[src/rtl/whack_round_ctrl.sv]
// whack_round_ctrl: round scheduler for the whack-a-mole game.
// Requests a mole from the picker, shows it for a difficulty-dependent
// window, judges button presses, and keeps score and miss count until the
// configured miss limit ends the game.
//
// Ports:
//   CLK100MHZ   in   system clock, all logic on rising edge
//   reset       in   synchronous active-high reset
//   start       in   begin a game from IDLE or OVER
//   difficulty  in 2 show-window select, sampled on entry to SHOW
//   buttons     in 8 one-cycle debounced press pulses, bit i = hole i
//   mole        in 8 one-hot mole from picker, 0 = none yet
//   enable      out  one-cycle request pulse to the picker
//   active_mole out 8 lit hole (one-hot), 0 outside SHOW
//   score       out 8 hit count, saturating at 255
//   misses      out 4 timeouts plus wrong presses
//   game_over   out  high in OVER
//   state       out 3 encoded FSM state
module whack_round_ctrl #(
  parameter int unsigned TICK_DIV   = 100000,
  parameter int unsigned GAP_TICKS  = 200,
  parameter int unsigned WAIT_TICKS = 16,
  parameter int unsigned MAX_MISSES = 3
) (
  input  logic       CLK100MHZ,
  input  logic       reset,
  input  logic       start,
  input  logic [1:0] difficulty,
  input  logic [7:0] buttons,
  input  logic [7:0] mole,
  output logic       enable,
  output logic [7:0] active_mole,
  output logic [7:0] score,
  output logic [3:0] misses,
  output logic       game_over,
  output logic [2:0] state
);

  localparam int unsigned CW = (TICK_DIV > 1) ? $clog2(TICK_DIV) : 1;

  localparam logic [2:0] S_IDLE      = 3'd0;
  localparam logic [2:0] S_REQ       = 3'd1;
  localparam logic [2:0] S_WAIT_MOLE = 3'd2;
  localparam logic [2:0] S_SHOW      = 3'd3;
  localparam logic [2:0] S_GAP       = 3'd4;
  localparam logic [2:0] S_OVER      = 3'd5;

  logic [2:0]    state_q,  state_d;
  logic [CW-1:0] cyc_q,    cyc_d;
  logic [9:0]    tick_q,   tick_d;
  logic [9:0]    win_q,    win_d;
  logic [7:0]    active_q, active_d;
  logic [7:0]    score_q,  score_d;
  logic [3:0]    misses_q, misses_d;
  logic          enable_q;
  logic          over_q;

  logic last_cyc;
  logic wait_done;
  logic gap_done;
  logic show_done;
  logic hit;
  logic press;
  logic at_limit;
  logic timed;

  function automatic logic [9:0] window_ticks(input logic [1:0] d);
    case (d)
      2'b00:   window_ticks = 10'd1000;
      2'b01:   window_ticks = 10'd700;
      2'b10:   window_ticks = 10'd500;
      default: window_ticks = 10'd300;
    endcase
  endfunction

  assign last_cyc  = (cyc_q == CW'(TICK_DIV - 1));
  assign wait_done = last_cyc && (tick_q == 10'(WAIT_TICKS - 1));
  assign gap_done  = last_cyc && (tick_q == 10'(GAP_TICKS - 1));
  assign show_done = last_cyc && (tick_q == (win_q - 10'd1));
  assign hit       = |(buttons & active_q);
  assign press     = |buttons;
  assign at_limit  = ((misses_q + 4'd1) == 4'(MAX_MISSES));
  assign timed     = (state_q == S_WAIT_MOLE) || (state_q == S_SHOW) ||
                     (state_q == S_GAP);

  always_comb begin
    state_d  = state_q;
    active_d = active_q;
    score_d  = score_q;
    misses_d = misses_q;
    win_d    = win_q;

    case (state_q)
      S_IDLE, S_OVER: begin
        if (start) begin
          score_d  = '0;
          misses_d = '0;
          state_d  = S_REQ;
        end
      end
      S_REQ: state_d = S_WAIT_MOLE;
      S_WAIT_MOLE: begin
        if (mole != '0) begin
          // Isolate lowest set bit so a multi-hot mole still lights one hole.
          active_d = mole & (~mole + 8'd1);
          win_d    = window_ticks(difficulty);
          state_d  = S_SHOW;
        end else if (wait_done) begin
          state_d = S_REQ;
        end
      end
      S_SHOW: begin
        if (hit) begin
          score_d = (score_q == 8'hFF) ? score_q : score_q + 8'd1;
          state_d = S_GAP;
        end else if (press) begin
          misses_d = misses_q + 4'd1;
          if (at_limit) state_d = S_OVER;
        end else if (show_done) begin
          misses_d = misses_q + 4'd1;
          state_d  = at_limit ? S_OVER : S_GAP;
        end
      end
      S_GAP: begin
        if (gap_done) state_d = S_REQ;
      end
      default: state_d = S_IDLE;
    endcase

    if (state_d != S_SHOW) active_d = '0;
  end

  // Counters run only in timed states and restart on every state entry.
  // A wrong press on the final SHOW cycle keeps the counters parked there so
  // expiry is judged again next cycle instead of the window running past W.
  always_comb begin
    cyc_d  = cyc_q;
    tick_d = tick_q;
    if ((state_d != state_q) || !timed) begin
      cyc_d  = '0;
      tick_d = '0;
    end else if (last_cyc) begin
      if (!((state_q == S_SHOW) && show_done)) begin
        cyc_d  = '0;
        tick_d = tick_q + 10'd1;
      end
    end else begin
      cyc_d = cyc_q + CW'(1);
    end
  end

  always_ff @(posedge CLK100MHZ) begin
    if (reset) begin
      state_q  <= S_IDLE;
      cyc_q    <= '0;
      tick_q   <= '0;
      win_q    <= '0;
      active_q <= '0;
      score_q  <= '0;
      misses_q <= '0;
      enable_q <= 1'b0;
      over_q   <= 1'b0;
    end else begin
      state_q  <= state_d;
      cyc_q    <= cyc_d;
      tick_q   <= tick_d;
      win_q    <= win_d;
      active_q <= active_d;
      score_q  <= score_d;
      misses_q <= misses_d;
      enable_q <= (state_d == S_REQ);
      over_q   <= (state_d == S_OVER);
    end
  end

  assign enable      = enable_q;
  assign active_mole = active_q;
  assign score       = score_q;
  assign misses      = misses_q;
  assign game_over   = over_q;
  assign state       = state_q;

endmodule

[config.mk]
export PLATFORM = sky130hd
export DESIGN_NAME = whack_round_ctrl
export DESIGN_NICKNAME = d
export VERILOG_FILES = /design/src/rtl/whack_round_ctrl.sv
export SDC_FILE = /design/constraint.sdc
export NUM_CORES = 1
export LEC_CHECK = 0
export ABC_AREA = 1
export BUFFER_PORTS_ARGS = -buffer_cell sky130_fd_sc_hd__buf_2
export CORE_MARGIN = 10
export CORE_UTILIZATION = 59
export DETAILED_ROUTE_END_ITERATION = 12
export MAX_ROUTING_LAYER = met4
export PLACE_DENSITY_LB_ADDON = 0.2
export REMOVE_ABC_BUFFERS = 1
export SYNTH_ARGS = -nofsm -noshare
export SYNTH_HDL_FRONTEND = slang
export SYNTH_SLANG_ARGS = --single-unit
[constraint.sdc]
create_clock -name CLK100MHZ -period 2.7 [get_ports CLK100MHZ]
set_input_delay 0.135 -clock CLK100MHZ [delete_from_list [all_inputs] [get_ports CLK100MHZ]]
set_output_delay 0.135 -clock CLK100MHZ [all_outputs]
set_load 0.02 [all_outputs]
* After elaboration in Yosys (flattened, before gate mapping) *
Cells that the tools add are included.

operators by class
  bitwise operators = 4
  reduce and logical (&&, ||, !) cells = 21
  muxes and demuxes = 22
  add/subtract/negate cells = 6
  equality and inequality tests = 23

operators with widths
  kind                   number
  $mux 17                2
  $pmux 10 s3            1
  $mux 3                 8
  $mux 8                 3
  $add 17x1->17 const B  1
  $eq 17x17->1 const B   1
  $add 8x1->8 const B    2
  $and 8x8->8            2
  $mux 4                 4
  $pmux 8 s2             1
  $reduce_or 8->1        2
  $pmux 3 s5             1
  $add 10x1->10 const B  1
  $eq 10x10->1           1
  $eq 10x4->1 const B    1
  $eq 10x8->1 const B    1
  $ne 2x2->1 const B     5
  $sub 10x1->10 const B  1
  $eq 3x3->1 const B     3
  $eq 8x8->1 const B     1
  $not 8->8              1
  $pmux 4 s2             1
  $reduce_and 4->1       2
  $reduce_bool 8->1      1
  19 further kinds       29

word-level totals
  output and inout port bits = 25
  bits of input ports = 21
  bits in registers = 62
  logic and storage cells = 85

* Depth between registers and ports, before layout *
Gate-level depths: netlist of run 1.

  word-level depth = 10
  mapped depth = 20
  gate-level depth less buffers = 19

* Worst setup path before layout of run 1 *
Ideal clock, no wire load.

  path kind = reg-to-reg
  start = register win_q[2]
  end = register cyc_q[12]
  data required time = 2.580 ns
  setup slack = 0.520 ns
  data arrival time = 2.060 ns
  cell stages (with the launch flop) = 18
  clock period less this slack = 2.180 ns
  cell sequence = dfxtp_1 inv_1 ha_1 nand2_1 nand3_1 nor2_1 nand2_1 nor2_1 nand2_1 nor2_1 nand3_1 nand2_1 nand2_1 nand2_1 nand3_1 nand3_4 buf_12 nor2_4

on the way
  word-level cells in the longest chain between the ends = 10

RTL lines
  what                       line  RTL
  start, declared            51    logic [9:0] win_q, win_d;
  start signal, assigned     167   win_q <= win_d;
  $sub 10x1->10 *            79    assign show_done = last_cyc && (tick_q == (win_q - 10'd1));
  $eq 10x10->1 *             79
  $logic_and 1x1->1 *        79
  $mux 3                     119   end else if (show_done) begin
  $mux 3                     116   end else if (press) begin
  $mux 3                     113   if (hit) begin
  $pmux 3 s5                 93    case (state_q)
  $ne 3x3->1                 139   if ((state_d != state_q) || !timed) begin
  $logic_or 1x1->1           139
  $reduce_or 2->1 (no line)  n/a
  end signal, assigned       165   cyc_q <= cyc_d;
  end, declared              49    logic [CW-1:0] cyc_q, cyc_d;

Every way passes the cells marked *; elsewhere a longest branch is shown, timed or not.
A chain may end at the register's enable or synchronous reset.

* Worst setup path in the final report of run 1 *
  start = register win_q[2]
  end = register cyc_q[11]

The elaborated chain is that of the path after synthesis.

==> summary.md, run 1 <==
| Metric | Value |
|---|---|
| Status | `finished clean` |
| # fillers | `542` |
| Via count | `3,691` |
| Final WS setup | `0.287 ns` |
| Netlist Area Pre-Place | `3760 um2` |
| Post-synth EDFFs | `0` |
| Grt ovf | `0` |
| Final setup skew | `0.0118 ns` |
| Die Y | `99.8 um` |
| Final Max Slew Viols | `0` |
| Initial antenna violation count | `0` |
| Vias per cell | `5.33` |
| Clock Latency Late Sink | `0.34 ns` |
| F_max | `414 MHz` |
| RSZ-0062 raised after global routing | `no` |
| Drt total wl | `8.96 mm` |
| Multi-input gate area | `2190 um2` |
| CP endpoint | `cyc_q[11]` |
| Setup crit start | `win_q[2]` |
| Initial cell density of the core | `59.9%` |
| Setup TNS Final | `0 ns` |
| Area after DPL | `4110 um2` |
| Final setup fails | `0` |
| Tightest Pin Transition | `0.468 ns` |
| Fin nets | `644` |
| Largest net degree at the start of global routing | `19` |
| Flops & latches, synth | `60` |
| Tot GR Track Use | `18.7%` |
| DR iter-0 viols | `202` |
| PortBufs | `45` |
| Average cell area after synthesis | `6.81 um2` |
| Cells on worst reg2reg path | `19` |
| # rows | `29` |
| Area of the die | `9970 um2` |
| Crit path required time | `2.97 ns` |
| WP data arrival | `2.68 ns` |
| Static Leak | `1.88 nW` |
| Seq/Total Area, Yosys | `31.9%` |
| Commonest non-fill, non-tap cell in the layout | `nand2_1` |
| Layout cells sized above 1 | `17.4%` |
| Antenna viol nets, final | `0` |
| Inserted Clock Buffers | `9` |
| VDD IR max | `0.000507 V` |
| Reg area | `1200 um2` |
| Die width | `99.8 um` |
| First-pass GRT wire length | `15.4 mm` |
| Relative slew slack | `68.7%` |
| Area share of the largest cell type after synthesis | `31.9%` |
| Hold WC Path Type | `input pin to flip-flop` |
| Drt first pass iters | `4` |
| Post-route cell area | `4340 um2` |
| Ys Warns | `0` |
| WL/cell | `12.9 um` |
| PwrDens | `603 nW/um2` |
| Async S/R FF share, synth | `0%` |
| Area contributors post-synth | `dfxtp_1 32%, nand2_1 12%, inv_1 8.1%` |
| Vias in the first global route | `3,565` |
| Layout area overhead | `15.5%` |
| Crit path kind | `flip-flop to flip-flop` |
| RePlAce Congestion | `0.912` |
| Synth Instances | `552` |
| Largest area contributor in the netlist | `dfxtp_1` |
| Clock Path Buffers | `2` |
| Ys flop type | `dfxtp_1` |
| Pre-CTS WS | `0.196 ns` |
| CP max FO | `8` |
| Reg-to-reg setup timing slack | `0.29 ns` |
| Core footprint | `6280 um2` |
| Period utilization | `89.4%` |
| Final hold vios | `0` |
| Post-DP HPWL | `6.87 mm` |
| CTS Hold Bufs | `0` |
| Diode count | `0` |
| Most frequent cells in the layout | `124 x nand2_1, 81 x inv_1, 67 x nor2_1` |
| Sink Count | `60` |
| Clock transition at the registers of the reported paths | `0.07 ns` |
| Setup crit end kind | `flip-flop` |
| R2r endpoint | `cyc_q[11]` |
| Max-cap viol count | `0` |
| Worst Setup Start Kind | `flip-flop` |
| H-tree levels | `3` |
| Min Clock Period, post-route | `2.41 ns` |
| DR DRC count | `0` |
| Synth unique cells | `37` |
| CTS root buf | `clkbuf_8` |
| Ports | `46` |
| CTS tree | `done` |
| Worst R2R Start | `win_q[2]` |
## per-layer routing
layer / global-route usage (%) / wire [um] / vias up
li1: - / - / 1872
met3: 4.74 / 447 / 18
met2: 29.5 / 4230 / 103
met1: 22.3 / 4090 / 1698
met4: 7.61 / 192 / 0
met5: - / 0 / -
## how the worst min path moves through the flow
stage | from | end | slack, ns | cells past startpoint
global placement | mole[0] | active_mole[0] | 0.44 | 3
global route | mole[0] | active_mole[0] | 0.14 | 3
detailed placement | mole[0] | active_mole[0] | 0.44 | 3
floorplan | reset | misses[1] | 0.20 | 1
CTS | mole[0] | active_mole[0] | 0.07 | 3
finish | mole[0] | active_mole[0] | 0.09 | 3
## state kept, by name, summed over array words and instances, names as in the netlist
register	count
active_mole	8
cyc_q	17
enable	1
game_over	1
misses	4
score	8
state	3
tick_q	10
win_q	8
## stage by stage
stage / total power (W) / hold slack (ns) / util, % / instances
5_1_grt: 0.00277 / 0.135 / 69.2 / 693
2_1_floorplan: 0.00154 / 0.204 / - / 543
3_5_place_dp: 0.00176 / 0.435 / 65.5 / 675
3_3_place_gp: 0.00173 / 0.436 / 65.5 / 675
4_1_cts: 0.00261 / 0.0703 / 68.7 / 690
6_report: 0.00262 / 0.0864 / 69.2 / 693
## synth_stat cells (2+ instances only)
master,n
clkbuf_1,2
nand3b_1,2
nor2_2,2
nand2_2,2
or2_2,4
nor3_1,15
inv_1,81
nor2_1,67
nand3_1,50
o21ai_0,23
nor4_1,4
nand2_1,124
nor2_4,20
nand4_1,7
buf_12,2
a221oi_1,2
ha_1,11
xor2_1,21
xnor2_1,6
buf_2,4
dfxtp_1,60
a21oi_1,28
## where the power goes
group | total, W | internal [W] | switching (W) | leakage (nW)
combinational | 0.000775 | 0.000266 | 0.000509 | 1.29
sequential | 0.000988 | 0.000937 | 0.0000508 | 0.485
clock | 0.000856 | 0.000511 | 0.000345 | 0.102
## worst max-delay path, stage by stage (launching register included)
cell and delay [ns]:
dfxtp_1 0.39, inv_1 0.10, ha_1 0.30, inv_1 0.04, nand2_1 0.05, nand3_1 0.06
nor2_1 0.11, nand2_1 0.07, nor2_1 0.10, nand2_1 0.06, nor2_1 0.11, nand3_1 0.12
nand2_1 0.07, nand2_1 0.05, nand2_1 0.10, nand2_2 0.07, nand2_2 0.08, nand3_4 0.17
buf_12 0.21, nor2_4 0.08
## cell type report
| type | instances | area share, % |
|---|---|---|
| clock buffer | 10 | 2.94 |
| clock inverter | 5 | 1.79 |
| inverter | 81 | 7.00 |
| multi-input combinational | 402 | 50.4 |
| sequential | 60 | 27.7 |
| tap | 77 | 2.22 |
| timing repair buffer | 58 | 8.01 |
## timing repair
item                                    4_1_cts  5_1_grt
resized for setup                             0        2
endpoints found under the hold margin         0        0
endpoints found under the setup margin        0       30
setup buffers                                 0        3
## cells by family after synthesis
kind of cell	synth area share (%)
and+or+nand+nor	38.9
buffers and inverters	9.98
AOI/OAI and AO/OA	8.92
DFF	31.9
xor gates and xnor gates	6.29
adders and majority gates	3.66
muxes	0.266
(Power assumes the default switching activity.)
==> run 2, diff against run 1 <==
--- a/config.mk
+++ b/config.mk
@@ -7,9 +7,12 @@
 export LEC_CHECK = 0
 export ABC_AREA = 1
 export BUFFER_PORTS_ARGS = -buffer_cell sky130_fd_sc_hd__buf_2
+export CAP_MARGIN = 20
+export CORE_ASPECT_RATIO = 0.8
 export CORE_MARGIN = 10
 export CORE_UTILIZATION = 59
 export DETAILED_ROUTE_END_ITERATION = 12
+export HOLD_SLACK_MARGIN = 0.06
 export MAX_ROUTING_LAYER = met4
 export PLACE_DENSITY_LB_ADDON = 0.2
 export REMOVE_ABC_BUFFERS = 1
==> run 2 against run 1 <==
Maximum frequency is 0.58% higher. Clock power fell by 15%. Utilization increased by 2.5 points. Largest cell class unchanged.
==> summary.md, run 2 (synthesized netlist as in run 1, its figures left out) <==
| Metric | Value |
|---|---|
| Clock Path Buffers | `2` |
| Commonest non-fill, non-tap cell in the layout | `nand2_1` |
| Drt first pass iters | `5` |
| Largest net degree at the start of global routing | `21` |
| Pre-CTS WS | `0.222 ns` |
| Slowest cell on crit path | `dfxtp_1` |
| PwrDens | `578 nW/um2` |
| RePlAce Congestion | `0.895` |
| Antenna viol nets, final | `0` |
| Core footprint | `6040 um2` |
| Post-Layout Cell Count | `693` |
| Via count | `3,614` |
| Layout cells sized above 1 | `17.6%` |
| CTS tree | `done` |
| Period utilization | `88.9%` |
| Sink Count | `60` |
| Vias in the first global route | `3,361` |
| Min Clock Period, post-route | `2.40 ns` |
| Status | `finished clean` |
| Setup crit end kind | `flip-flop` |
| Drt total wl | `9.08 mm` |
| CP peak stage delay | `0.36 ns` |
| Crit-path cells | `ha_1 > nand2_1 > nor2_1 > buf_4 > nand4_1 > nor2_1 > nand2_1 > inv_1 > buf_4 > nand2_1 > nand2_1 > nand2_1 > inv_1 > nor2_4` |
| Delay-heaviest family, CP | `simple AND/OR/NAND/NOR gates` |
| Inserted Clock Buffers | `9` |
| Clock transition at the registers of the reported paths | `0.06 ns` |
| Max-cap viol count | `0` |
| Relative slew slack | `58.0%` |
| Fin nets | `641` |
| RSZ-0062 raised after global routing | `no` |
| DR iter-0 viols | `237` |
| Final WS setup | `0.301 ns` |
| Tot GR Track Use | `18.6%` |
| Worst Setup Start Kind | `flip-flop` |
| Die width | `109 um` |
| Grt ovf | `0` |
| Initial antenna violation count | `0` |
| Final hold vios | `0` |
| Crit path buf inv count | `4` |
| Layout area overhead | `15.1%` |
| Static Leak | `1.87 nW` |
| Initial cell density of the core | `62.3%` |
| CP max FO | `13` |
| Most frequent cells in the layout | `122 x nand2_1, 81 x inv_1, 65 x nor2_1` |
| Ports | `46` |
| Post-DP HPWL | `7.02 mm` |
| VDD IR max | `0.000595 V` |
| Most flops, register | `cyc_q` |
| CTS root buf | `clkbuf_8` |
| Placed insts | `677` |
| # rows | `25` |
| Area of the die | `9990 um2` |
| F_max | `417 MHz` |
| WP data arrival | `2.63 ns` |
| Crit path required time | `2.93 ns` |
| Top Registers | `cyc_q (17), tick_q (10)` |
| Most used cell, CP | `nand2_1` |
| Setup TNS Final | `0 ns` |
| Fin Hold WS | `0.0976 ns` |
| Die Y | `91.4 um` |
| H-tree levels | `3` |
| Final Max Slew Viols | `0` |
| Vias per cell | `5.22` |
| Clock Latency Late Sink | `0.33 ns` |
| Tightest Pin Transition | `0.625 ns` |
| First-pass GRT wire length | `15.1 mm` |
| Crit path kind | `flip-flop to flip-flop` |
| CTS Hold Bufs | `0` |
| WL/cell | `13.1 um` |
| Hold WC Path Type | `input pin to flip-flop` |
| Max reg flops | `17` |
| PortBufs | `45` |
| Setup bufs post-CTS | `0` |
| Diode count | `0` |
| Final setup fails | `0` |
| DR DRC count | `0` |
| Final setup skew | `0.00722 ns` |
## run 2: changes by cell type in the layout (fill, tap and decap cells not counted), sizes merged
cell	before	now
buf	58	54
bufinv	2	0
clkinvlp	1	0
clkbuf	10	13
## run 2: final timing paths
kind,to,start,slack [ns],cells past startpoint
worst max-delay path,tick_q[7],cyc_q[1],0.30,14
worst min-delay path,active_mole[0],mole[0],0.1,3
worst max register to register,tick_q[7],cyc_q[1],0.30,14
worst min register to register,win_q[9],win_q[9],0.49,2
## run 2: report_power, final
part	switching [W]	internal (W)	leakage, nW
clock network	0.000332	0.000395	0.0941
registers	0.0000472	0.000938	0.485
logic	0.000519	0.000271	1.29
## run 2: through the flow
| stage | cell area (um2) | utilization [%] | power (W) |
|---|---|---|---|
| 3_5_place_dp | 4090 | 67.7 | 0.00175 |
| 6_report | 4330 | 71.7 | 0.00250 |
| 3_3_place_gp | 4090 | 67.7 | 0.00172 |
| 4_1_cts | 4260 | 70.6 | 0.00248 |
| 5_1_grt | 4330 | 71.7 | 0.00266 |
| 2_1_floorplan | 3690 | - | 0.00154 |
## run 2: per-layer routing
| metal | up-vias | global-route usage, % | routed length, um |
|---|---|---|---|
| met3 | 7 | 4.17 | 520 |
| li1 | 1861 | - | - |
| met2 | 106 | 28.7 | 4220 |
| met4 | 0 | 4.44 | 59 |
| met1 | 1640 | 23.9 | 4280 |
| met5 | - | - | 0 |
## run 2: worst min-delay path, stage by stage
cell and delay, ns:
buf_2 0.10, mux2i_1 0.06, nor2_1 0.09
## run 2: cell type report
class / count / area, um2
Clock inverter: 2 / 10.0
Fill cell: 517 / 1710
Multi-Input combinational cell: 402 / 2200
Clock buffer: 12 / 165
Timing Repair Buffer: 55 / 347
Inverter: 81 / 304
Sequential cell: 60 / 1200
Tap cell: 81 / 101
## run 2: repair_timing
item	4_1_cts	5_1_grt
resized for setup	0	9
endpoints found under the setup margin	0	35
hold endpoints to repair	0	0
==> run 3, diff against run 2 <==
--- a/config.mk
+++ b/config.mk
@@ -5,14 +5,13 @@
 export SDC_FILE = /design/constraint.sdc
 export NUM_CORES = 1
 export LEC_CHECK = 0
-export ABC_AREA = 1
 export BUFFER_PORTS_ARGS = -buffer_cell sky130_fd_sc_hd__buf_2
 export CAP_MARGIN = 20
 export CORE_ASPECT_RATIO = 0.8
 export CORE_MARGIN = 10
-export CORE_UTILIZATION = 59
+export CORE_UTILIZATION = 58
 export DETAILED_ROUTE_END_ITERATION = 12
-export HOLD_SLACK_MARGIN = 0.06
+export HOLD_SLACK_MARGIN = 0.1
 export MAX_ROUTING_LAYER = met4
 export PLACE_DENSITY_LB_ADDON = 0.2
 export REMOVE_ABC_BUFFERS = 1
==> run 3 against run 2 <==
Wire length increased by 7.0%. Register-to-register slack worse by 0.29 ns. Die area fell by 2.9%. Utilization is 2.4 points higher. Largest power group unchanged. Highest routed layer unchanged.
==> summary.md, run 3 <==
| Metric | Value |
|---|---|
| Layout area overhead | `23.5%` |
| Seq/Total Area, Yosys | `33.7%` |
| H-tree levels | `3` |
| Tot Pwr | `0.00219 W` |
| Setup TNS Final | `0 ns` |
| Core footprint | `5940 um2` |
| Max reg flops | `17` |
| # rows | `25` |
| Initial cell density of the core | `60.0%` |
| Inserted Clock Buffers | `9` |
| Vias per cell | `6.08` |
| Average cell area after synthesis | `8.44 um2` |
| Most frequent cells in the layout | `60 x dfxtp_1, 45 x buf_2, 37 x buf_4` |
| Post-synth EDFFs | `0` |
| Ys flop type | `dfxtp_1` |
| Tot GR Track Use | `19.9%` |
| Ys Warns | `0` |
| DR iter-0 viols | `190` |
| Hold WC Path Type | `input pin to flip-flop` |
| Max-cap viol count | `0` |
| Synth unique cells | `64` |
| PortBufs | `45` |
| RePlAce Congestion | `0.927` |
| Synth Instances | `422` |
| Ports | `46` |
| Initial antenna violation count | `0` |
| F_max | `372 MHz` |
| Count leader, synth | `dfxtp_1` |
| Most flops, register | `cyc_q` |
| Relative slew slack | `66.2%` |
| Netlist Area Pre-Place | `3560 um2` |
| Delay-heaviest family, CP | `simple AND/OR/NAND/NOR gates` |
| Static Leak | `1.59 nW` |
| Async S/R FF share, synth | `0%` |
| First-pass GRT wire length | `15.8 mm` |
| Area of the die | `9700 um2` |
| Most used cell, CP | `or4_4` |
| Diode count | `0` |
| Crit path kind | `flip-flop to flip-flop` |
| Top Registers | `cyc_q (17), tick_q (10)` |
| Top cells by count, synth | `60 x dfxtp_1, 32 x nand2_1, 29 x nor2_1, 20 x a21oi_1, 20 x o21ai_0` |
| Via count | `3,570` |
| Final setup skew | `0.00786 ns` |
| Period utilization | `99.5%` |
| VDD IR max | `0.000331 V` |
| Slowest cell on crit path | `or4_4` |
| CP max FO | `6` |
| Worst R2R Start | `cyc_q[8]` |
| Crit path required time | `2.96 ns` |
| Die width | `108 um` |
| CP peak stage delay | `0.59 ns` |
| Worst Setup Start Kind | `flip-flop` |
| Commonest non-fill, non-tap cell in the layout | `dfxtp_1` |
| Crit-path cells | `or4_4 > or4_4 > or4_4 > buf_6 > a211oi_2 > a21boi_1` |
| Die Y | `90.1 um` |
| Grt ovf | `0` |
| Clock Latency Late Sink | `0.34 ns` |
| Min Clock Period, post-route | `2.69 ns` |
| CTS root buf | `clkbuf_8` |
| Largest net degree at the start of global routing | `27` |
| Flops & latches, synth | `60` |
| WL/cell | `16.5 um` |
| Clock Path Buffers | `2` |
| Drt first pass iters | `4` |
| WP data arrival | `2.95 ns` |
| Post-DP HPWL | `6.77 mm` |
| Drt total wl | `9.71 mm` |
| Layout cells sized above 1 | `27.3%` |
| Antenna viol nets, final | `0` |
| Min-delay src | `mole[2]` |
| PwrDens | `497 nW/um2` |
| DR DRC count | `0` |
| Setup crit end kind | `flip-flop` |
| Final hold vios | `0` |
| Final setup fails | `0` |
| Tightest Pin Transition | `0.508 ns` |
| Status | `finished clean` |
| Area contributors post-synth | `dfxtp_1 34%, ha_1 3.9%, nand2_1 3.4%` |
| Fin nets | `535` |
| Final Max Slew Viols | `0` |
| Crit path buf inv count | `1` |
| Setup crit start | `cyc_q[8]` |
| CTS tree | `done` |
| Largest area contributor in the netlist | `dfxtp_1` |
| Clock transition at the registers of the reported paths | `0.07 ns` |
| Area share of the largest cell type after synthesis | `33.7%` |
| Sink Count | `60` |
| Vias in the first global route | `3,351` |
run 3: changes by cell type after synthesis, moves of 13 or more:
cell      previous run  this run
nand3_1             50        11
nand2_1            124        32
nor2_1              67        29
or3_1                0        13
inv_1               81        14
nor2_4              20         0
clkbuf_1             2        16
run 3: repair_timing:
action,in CTS,in global routing
pin swaps,2,4
hold buffers,3,0
resized for setup,4,7
hold endpoints to repair,3,0
endpoints found under the setup margin,10,34
gates cloned,2,0
buffers inserted,0,5
run 3: path summary, 6_finish.rpt:
path / to / slack [ns] / depth (start not counted)
setup / recovery: game_over / 0.01 / 6
setup reg to reg: game_over / 0.01 / 6
hold reg to reg: tick_q[1] / 0.49 / 2
hold / removal: active_mole[3] / 0.11 / 3
run 3: worst register-to-register path: stages, from the launching register on:
cell	delay [ns]
dfxtp_1	0.31
or4_4	0.53
or4_4	0.57
or4_4	0.59
buf_6	0.17
a211oi_2	0.19
a21boi_1	0.24
run 3: layout make-up:
type	instances	area, um2
repair buffers	89	604
multi-input cells	329	2280
clock inverters	3	15.0
well taps	81	101
flip-flops and latches	60	1200
inverters	14	52.6
fillers	459	1540
clock buffers	11	141
run 3: per-stage QoR:
step | hold slack (ns) | cell area, um2 | util [%] | std cells | worst slack, ns
2_1_floorplan | 0.204 | 3460 | - | 401 | -0.581
3_3_place_gp | 0.440 | 4090 | 68.8 | 563 | 0.0176
3_5_place_dp | 0.443 | 4090 | 68.8 | 563 | -0.0481
4_1_cts | 0.105 | 4320 | 72.7 | 582 | 0.0513
5_1_grt | 0.131 | 4400 | 74.0 | 587 | -0.0696
6_report | 0.112 | 4400 | 74.0 | 587 | 0.0122
run 3: kinds of logic (layout without fill, tap and decap cells):
group	count (synthesis)	after routing	share of synthesized area [%]
AOI/OAI and AO/OA	102	104	21.1
xor gates and xnor gates	23	23	5.65
adders and majority gates	11	11	3.86
buffers and inverters	35	117	4.39
DFF	60	60	33.7
muxes	4	4	1.16
and+or+nand+nor	187	187	30.2
run 3: metal layers:
metal	GRT usage, %	routed length [um]
met5	-	0
met3	6.13	632
met4	5.11	104
met2	29.2	4540
met1	25.9	4440
run 3: report_power, final:
group / internal (W) / switching [W] / total [W] / leakage (nW)
Clock: 0.000343 / 0.000348 / 0.000691 / 0.0848
Sequential: 0.000912 / 0.0000381 / 0.000950 / 0.485
Combinational: 0.000239 / 0.000307 / 0.000546 / 1.02
